<file path="config.mk">
export PLATFORM = sky130hd
export DESIGN_NAME = dmi_reg_sequencer
export DESIGN_NICKNAME = d
export VERILOG_FILES = /design/src/rtl/dmi_reg_sequencer.sv
export SDC_FILE = /design/constraint.sdc
export NUM_CORES = 1
export LEC_CHECK = 0
export ABC_AREA = 1
export CAP_MARGIN = 40
export CORE_MARGIN = 5
export CORE_UTILIZATION = 47
export DETAILED_ROUTE_END_ITERATION = 8
export PLACE_DENSITY = 0.86
export SKIP_CTS_REPAIR_TIMING = 1
export SLEW_MARGIN = 20
export SYNTH_ARGS = -nofsm -noshare
export SYNTH_HDL_FRONTEND = slang
export SYNTH_SLANG_ARGS = --single-unit
</file>
<file path="constraint.sdc">
create_clock -name clk_i -period 2.6 [get_ports clk_i]
set_input_delay 0.26 -clock clk_i [delete_from_list [all_inputs] [get_ports clk_i]]
set_output_delay 0.26 -clock clk_i [all_outputs]
set_load 0.005 [all_outputs]
</file>
<file path="src/rtl/dmi_reg_sequencer.sv">
// Core-side DMI request sequencer: turns one DMI request into a single-beat
// debug-module register access and returns a DMI response, bounded by a timeout.

package dm;
  typedef struct packed {
    logic [6:0]  addr;
    logic [1:0]  op;
    logic [31:0] data;
  } dmi_req_t;

  typedef struct packed {
    logic [31:0] data;
    logic [1:0]  resp;
  } dmi_resp_t;
endpackage

module dmi_reg_sequencer #(
  parameter int unsigned TimeoutCycles = 255
) (
  input  logic         clk_i,
  input  logic         rst_i,
  input  dm::dmi_req_t dmi_req_i,
  input  logic         dmi_req_valid_i,
  output logic         dmi_req_ready_o,
  output dm::dmi_resp_t dmi_resp_o,
  output logic         dmi_resp_valid_o,
  input  logic         dmi_resp_ready_i,
  output logic         reg_req_o,
  output logic         reg_we_o,
  output logic [6:0]   reg_addr_o,
  output logic [31:0]  reg_wdata_o,
  input  logic         reg_gnt_i,
  input  logic         reg_rvalid_i,
  input  logic [31:0]  reg_rdata_i,
  input  logic         reg_err_i,
  output logic         timeout_o
);

  typedef enum logic [1:0] {
    IDLE    = 2'd0,
    ACCESS  = 2'd1,
    WAIT_RD = 2'd2,
    RESP    = 2'd3
  } state_e;

  localparam logic [1:0]  OP_NOP    = 2'd0;
  localparam logic [1:0]  OP_READ   = 2'd1;
  localparam logic [1:0]  OP_WRITE  = 2'd2;
  localparam logic [1:0]  RESP_OK   = 2'd0;
  localparam logic [1:0]  RESP_FAIL = 2'd2;
  localparam logic [15:0] TIMEOUT_VAL = 16'(TimeoutCycles);

  state_e      state_reg, state_next;
  logic [15:0] cnt_reg, cnt_next;
  logic [6:0]  addr_reg, addr_next;
  logic [1:0]  op_reg, op_next;
  logic [31:0] wdata_reg, wdata_next;
  logic [31:0] rdata_reg, rdata_next;
  logic [1:0]  code_reg, code_next;
  logic        cnt_hit;

  assign cnt_hit = (cnt_reg == TIMEOUT_VAL);

  always_ff @(posedge clk_i) begin
    if (rst_i) begin
      state_reg <= IDLE;
      cnt_reg   <= '0;
      addr_reg  <= '0;
      op_reg    <= '0;
      wdata_reg <= '0;
      rdata_reg <= '0;
      code_reg  <= '0;
    end else begin
      state_reg <= state_next;
      cnt_reg   <= cnt_next;
      addr_reg  <= addr_next;
      op_reg    <= op_next;
      wdata_reg <= wdata_next;
      rdata_reg <= rdata_next;
      code_reg  <= code_next;
    end
  end

  always_comb begin
    state_next       = state_reg;
    cnt_next         = cnt_reg;
    addr_next        = addr_reg;
    op_next          = op_reg;
    wdata_next       = wdata_reg;
    rdata_next       = rdata_reg;
    code_next        = code_reg;
    dmi_req_ready_o  = 1'b0;
    dmi_resp_valid_o = 1'b0;
    reg_req_o        = 1'b0;
    reg_we_o         = 1'b0;
    timeout_o        = 1'b0;

    case (state_reg)
      IDLE: begin
        dmi_req_ready_o = 1'b1;
        if (dmi_req_valid_i) begin
          addr_next  = dmi_req_i.addr;
          op_next    = dmi_req_i.op;
          wdata_next = dmi_req_i.data;
          if (dmi_req_i.op == OP_READ || dmi_req_i.op == OP_WRITE) begin
            state_next = ACCESS;
            cnt_next   = '0;
          end else begin
            state_next = RESP;
            rdata_next = '0;
            code_next  = (dmi_req_i.op == OP_NOP) ? RESP_OK : RESP_FAIL;
          end
        end
      end

      ACCESS: begin
        reg_req_o = 1'b1;
        reg_we_o  = (op_reg == OP_WRITE);
        cnt_next  = cnt_reg + 16'd1;
        // A grant in the compare cycle still completes the access.
        if (reg_gnt_i) begin
          if (op_reg == OP_WRITE) begin
            state_next = RESP;
            rdata_next = '0;
            code_next  = reg_err_i ? RESP_FAIL : RESP_OK;
          end else begin
            state_next = WAIT_RD;
          end
        end else if (cnt_hit) begin
          timeout_o  = 1'b1;
          state_next = RESP;
          rdata_next = '0;
          code_next  = RESP_FAIL;
        end
      end

      WAIT_RD: begin
        cnt_next = cnt_reg + 16'd1;
        if (reg_rvalid_i) begin
          state_next = RESP;
          rdata_next = reg_err_i ? 32'd0 : reg_rdata_i;
          code_next  = reg_err_i ? RESP_FAIL : RESP_OK;
        end else if (cnt_hit) begin
          timeout_o  = 1'b1;
          state_next = RESP;
          rdata_next = '0;
          code_next  = RESP_FAIL;
        end
      end

      RESP: begin
        dmi_resp_valid_o = 1'b1;
        if (dmi_resp_ready_i) begin
          state_next = IDLE;
        end
      end

      default: state_next = IDLE;
    endcase
  end

  assign reg_addr_o  = addr_reg;
  assign reg_wdata_o = wdata_reg;
  assign dmi_resp_o  = {rdata_reg, code_reg};

endmodule
</file>
==> results of run 1 <==
[critical path: stages, from the launching register on]
cell,delay (ns)
dfxtp_1,0.39
inv_1,0.13
ha_1,0.43
inv_2,0.12
nor3b_1,0.22
clkdlybuf4s50_1,0.58
[stage by stage]
| stage | util | hold slack [ns] | total power, mW |
|---|---|---|---|
| 6_report | 0.708 | 0.454 | 4.39 |
| 5_1_grt | 0.708 | 0.462 | 4.68 |
| 4_1_cts | 0.708 | 0.457 | 4.42 |
| 3_5_place_dp | 0.680 | 0.443 | 3.35 |
| 3_3_place_gp | 0.680 | 0.437 | 3.30 |
| 2_1_floorplan | - | 0.329 | 2.60 |
[cells in the mapped netlist (3+ instances only)]
cell type    n  share of area
nand2_1    139           0.13
nor2_1     107           0.10
dfxtp_1     93           0.47
inv_1       52          0.050
o21ai_0     51          0.065
a21oi_1     35          0.045
clkbuf_1    16          0.015
nand3_1     12          0.015
ha_1         7          0.022
buf_2        5         0.0064
nand2_2      5         0.0080
nor3_1       5         0.0064
nand4_1      4         0.0064
buf_4        3         0.0057
inv_2        3         0.0029
[cell families after synthesis]
| kind of cell | Yosys count | synth area share |
|---|---|---|
| simple gates | 283 | 0.298 |
| flops | 93 | 0.475 |
| compound gates | 92 | 0.125 |
| buf+inv | 79 | 0.0801 |
| fa+ha+maj | 7 | 0.0223 |
[layer usage]
| layer | vias to the layer above | global-route usage |
|---|---|---|
| li1 | 2031 | - |
| met1 | 1808 | 0.244 |
| met2 | 170 | 0.364 |
| met3 | 12 | 0.0999 |
| met4 | 0 | 0.0634 |
| met5 | - | 0 |
[report_power, final]
part / leakage [nW] / internal, mW / switching [mW]
registers: 0.759 / 1.66 / 0.130
clock network: 0.113 / 0.592 / 0.476
logic: 1.59 / 0.739 / 0.794
[worst min path at each step]
stage / endpoint / slack, ns
6_report: code_reg[0]$_SDFFE_PP0P_ / 0.45
5_1_grt: rdata_reg[27]$_SDFFE_PP0P_ / 0.46
4_1_cts: code_reg[0]$_SDFFE_PP0P_ / 0.46
3_5_place_dp: code_reg[0]$_SDFFE_PP0P_ / 0.44
3_3_place_gp: code_reg[0]$_SDFFE_PP0P_ / 0.44
2_1_floorplan: rdata_reg[27]$_SDFFE_PP0P_ / 0.33
[cell type report]
cell class | instances | area [sq um] | area share
Clock buffer | 12 | 155 | 0.0268
Multi-Input combinational cell | 382 | 1750 | 0.302
Sequential cell | 93 | 1860 | 0.322
Tap cell | 105 | 131 | 0.0227
Inverter | 55 | 206 | 0.0357
Clock inverter | 3 | 68.8 | 0.0119
Timing Repair Buffer | 163 | 1620 | 0.279
==> results_dict.tcl, run 1 <==
set metrics [dict create \
    yosysWarningCount 0 \
    period_needed_ns 2.47 \
    clk_latency_ns 0.35 \
    max_freq_mhz 405 \
    setup_violations 0 \
    die-area_sq_um 10300 \
    initialDrtViolationCount 168 \
    drive_above_1_share 0.0537 \
    syn_avg_cell_area_sq_um 7.08 \
    vias 4021 \
    synth_cell_types 28 \
    vias_per_cell 4.95 \
    wl_per_cell_um 13.4 \
    dp_slack_ns 0.176 \
    min-delay-start "code_reg[0]$_SDFFE_PP0P_" \
    hold_path.class "flip-flop to flip-flop" \
    fin_area_sq_um 5790 \
    worstSetupStartpointType "flip-flop" \
    fin_setup_tns_ns 0 \
    cts.root.buffer_cell "clkbuf_8" \
    maxCapViolations 0 \
    grt_pass1_vias 3918 \
    hold_depth 2 \
    io_buffers 157 \
    nets 791 \
    layout_commonest_cell "clkdlybuf4s50_1" \
    globalRouteOverflowTotal 0 \
    core_area_sq_um 8180 \
    syn_inst 554 \
    finalNonFillerCells 813 \
    wl_mm 10.9 \
    worstPathArrival_ns 2.21 \
    antenna_found_initial 0 \
    placed_cell_area_sq_um 5560 \
    clk_path_buf_depth 2 \
    critPathKind "flip-flop to primary output" \
    initial_core_util 0.480 \
    wl_met2_mm 5.08 \
    r2r_end "rdata_reg[24]$_SDFFE_PP0P_" \
    h-tree-depth 3 \
    path_clk_slew_ns 0.08 \
    numCtsBuffers 9 \
    synthFlopType "dfxtp_1" \
    cts_tree "built" \
    finalWorstSetupSlack_ns 0.132 \
    groute.usage.overall 0.216 \
    diodes 0 \
    final_cell_mix "clkdlybuf4s50_1, nand2_1, nor2_1, dfxtp_1, inv_1" \
    antenna_left 0 \
    path_max_fanout 6 \
    ir_drop_mv 0.510 \
    syn-num-nets 641 \
    grt_max_degree 58 \
    regToRegSetupSlack_ns 0.35 \
    die_w_um 101 \
    synth_edf_count 0 \
    gp_congestion 0.860 \
    floorplan.rows 33 \
    netlist_area_sq_um 3920 \
    fin_crit_sh 0.949 \
    grt_setup_unrepaired "false" \
    skew_ns 0.00892 \
    hold_viol_final 0 \
    nFillCells 646 \
    wl_met1_mm 4.35 \
    leakage_nw 2.46 \
    r2r_cells 10 \
    dr_wl_met3_mm 1.35 \
    grt_first_pass_wirelength_mm 17.7 \
    yosys_register_bits 93 \
    ys_async_sr_fraction 0 \
    dp_hpwl_mm 8.23 \
    die_h_um 101 \
    r2r_start "state_reg[0]$_SDFFE_PP0P_" \
    crit_required_ns 2.34 \
    post-place-cells 798 \
    crit_start "state_reg[0]$_SDFFE_PP0P_" \
    dr.max_layer_used "met4" \
    drtPass1Iterations 5 \
    endpoint_kind "primary output" \
    drc 0 \
    maxSlewHeadroom 0.562 \
    maxSlewViolCount 0 \
    area_delta_synth_final_pct 47.5 \
    crit_end "timeout_o" \
    status "finished clean" \
    ys_seq_area_frac 0.475 \
    io_pins 158 \
    cts_sinks 93 \
    tightest_slew_ns 0.657 \
    pwr_density_cell_nw_per_um2 758 \
]
(Power assumes the default switching activity.)
==> run 2: changes to the inputs <==
--- a/config.mk
+++ b/config.mk
@@ -6,6 +6,7 @@
 export NUM_CORES = 1
 export LEC_CHECK = 0
 export ABC_AREA = 1
+export ABC_CLOCK_PERIOD_IN_PS = 2600
 export CAP_MARGIN = 40
 export CORE_MARGIN = 5
 export CORE_UTILIZATION = 47
==> results of run 2 <==
No change in the layout: final DEF, timing and power equal those of run 1.
==> edit: new RTL, config.mk and constraints of run 2 <==
Take the reset off `rdata_reg` and load it in a clocked block of its own.
--- a/src/rtl/dmi_reg_sequencer.sv
+++ b/src/rtl/dmi_reg_sequencer.sv
@@ -68,7 +68,6 @@
       addr_reg  <= '0;
       op_reg    <= '0;
       wdata_reg <= '0;
-      rdata_reg <= '0;
       code_reg  <= '0;
     end else begin
       state_reg <= state_next;
@@ -76,9 +75,12 @@
       addr_reg  <= addr_next;
       op_reg    <= op_next;
       wdata_reg <= wdata_next;
-      rdata_reg <= rdata_next;
       code_reg  <= code_next;
     end
+  end
+
+  always_ff @(posedge clk_i) begin
+    rdata_reg <= rdata_next;
   end
 
   always_comb begin
Check against the original RTL: differs if rst_i is asserted again (counterexample within 4 cycles, from zero or initial values and one cycle with rst_i high); with rst_i held inactive, the same outputs for 4 cycles.
==> edit against run 2 <==
- setup slack improved by 0.10 ns
- synthesized area increased by 3.7%
- total power increased by 26%
- sequential cell count unchanged
- via count about the same
- register-to-register slack improved by 0.21 ns
- largest cell class unchanged
- routed wire length increased by 5.5%
- count of clock-buffer cells in the layout increased by 2
- sequential share of layout area increased by 4.4 points
- design area increased by 3.2%
==> edit: results (changes against run 2) <==
status = finished clean
Worst R2R Setup Slack = 0.56 ns (+0.21 ns)
FF-to-FF End = cnt_reg[15]$_SDFFE_PP0P_
measured slew at the worst slew-check pin = 0.4780 ns (-0.1786 ns)
max-cap violation count = 0 (unchanged)
Post-synth top cells = nand2_1 (150), nand3_1 (70), a21oi_1 (63), dfxtp_1 (61), inv_1 (36)
vias in the first global route = 3,890 (-0.71%)
Skew-Pair Late Insertion Delay = 0.35 ns (about the same)
dpl cell area = 5747 um^2 (+3.3%)
Net Sw Frac = 0.3359 (+0.01656)
Hold Slack = 0.3714 ns (-0.08262 ns)
DRT met1 WL = 4.591 mm (+5.7%)
Worst EP arrival = 2.11 ns (-0.10 ns)
met2 wire len = 5.508 mm (+8.5%)
GPL Wtd Cong = 0.8616 (+0.17%)
# placed instances = 753 (-5.6%)
drt total wl = 11.50 mm (+5.5%)
Min-Delay Path Depth = 5 (+3)
Final Hold Viols = 0 (unchanged)
Tot GR Track Use = 0.2140 (-0.001555)
crit path max fanout = 5 (-1)
Reg clk slew, reported paths = 0.08 ns (about the same)
Leakage Power = 0.002373 uW (-3.6%)
Yosys warnings = 0 (unchanged)
FF-to-FF Start = state_reg[1]$_SDFFE_PP0P_
filler cell count in the final layout = 679 (+5.1%)
Synth cell types = 25 (-11%)
Hold Path Sink = cnt_reg[15]$_SDFFE_PP0P_
largest net degree at the start of global routing = 48 (-17%)
routed len/inst = 14.95 um (+12%)
Root Driver = clkbuf_8
worst hold path type = input pin to register
vias after detailed routing = 4,017 (-0.099%)
Post-Syn Instances = 504 (-9.0%)
first-pass GRT wire length = 17.83 mm (+0.54%)
Final Skew = 0.01131 ns (+0.002397 ns)
Post-synth EDFFs = 32 (+32)
worst reg-to-reg path cell count = 12 (+2)
min cycle time layout = 2.366 ns (-0.1028 ns)
synthesized netlist net count = 591 (-7.8%)
DRC violation total after the first TritonRoute iteration = 199 (+18%)
Synth area leaders = dfxtp_1 (30%), edfxtp_1 (24%), nand2_1 (14%)
# nets final = 743 (-6.1%)
drt pass-1 iters = 5 (unchanged)
maximum VDD drop = 0.0005241 V (+2.8%)
worst slack at placement = 0.4456 ns (+0.2692 ns)
register area share after synthesis = 0.5368 (+0.06199)
HP Start = rst_i
met3 WL = 1.217 mm (-9.9%)
DPL Wire Length = 8.442 mm (+2.6%)
ratio of cells with drive above 1 in the final layout = 0.05144 (-0.002235)
==> edit: worst max-delay path by stage <==
stage	start	end	depth (start not counted)
after floorplan	state_reg[0]$_SDFFE_PP0P_	rdata_reg[0]$_DFFE_PP_	7
after global routing	state_reg[1]$_SDFFE_PP0P_	timeout_o	7
after global placement	dmi_req_i[32]	rdata_reg[25]$_DFFE_PP_	9
after detailed placement	dmi_req_i[33]	rdata_reg[22]$_DFFE_PP_	9
final	state_reg[1]$_SDFFE_PP0P_	timeout_o	7
after CTS	state_reg[1]$_SDFFE_PP0P_	timeout_o	7
==> edit: worst max-delay path: stages (launching register included) <==
cell	delay [ns]
dfxtp_1	0.36
inv_1	0.12
ha_1	0.23
inv_1	0.13
o22ai_1	0.17
nand2_1	0.11
nor2_1	0.11
clkdlybuf4s50_1	0.54
==> edit: cell type report <==
cell class                      count  area [um^2]  share of cell area
Inverter                           39        146.4             0.02452
Clock inverter                      2        37.54            0.006288
Multi-Input combinational cell    346         1629              0.2729
Timing Repair Buffer              167         1654              0.2771
Sequential cell                    93         2182              0.3655
Tap cell                          108        135.1             0.02264
Clock buffer                       14        185.2             0.03102
==> edit: power by group through the flow <==
stage,clock (uW),combinational (uW),sequential [uW]
floorplan,0,963,2290
global placement,0,2200,2260
detailed placement,0,2250,2280
CTS,1060,2260,2250
global route,1130,2460,2300
finish,1040,2230,2250
==> edit: cell families (layout without fill, tap and decap cells) <==
family	Yosys count	count (layout)	synth area share
AOI/OAI and AO/OA	84	84	0.1102
adders and majority gates	7	7	0.02154
buffers and inverters	65	222	0.06371
DFF	93	93	0.5368
and+or+nand+nor	255	255	0.2678
==> edit: metal layers <==
metal  vias up  track usage
li1       1970            -
met1      1863       0.2514
met2       170       0.3616
met3        14      0.07104
met4         0      0.08367
met5         -            0
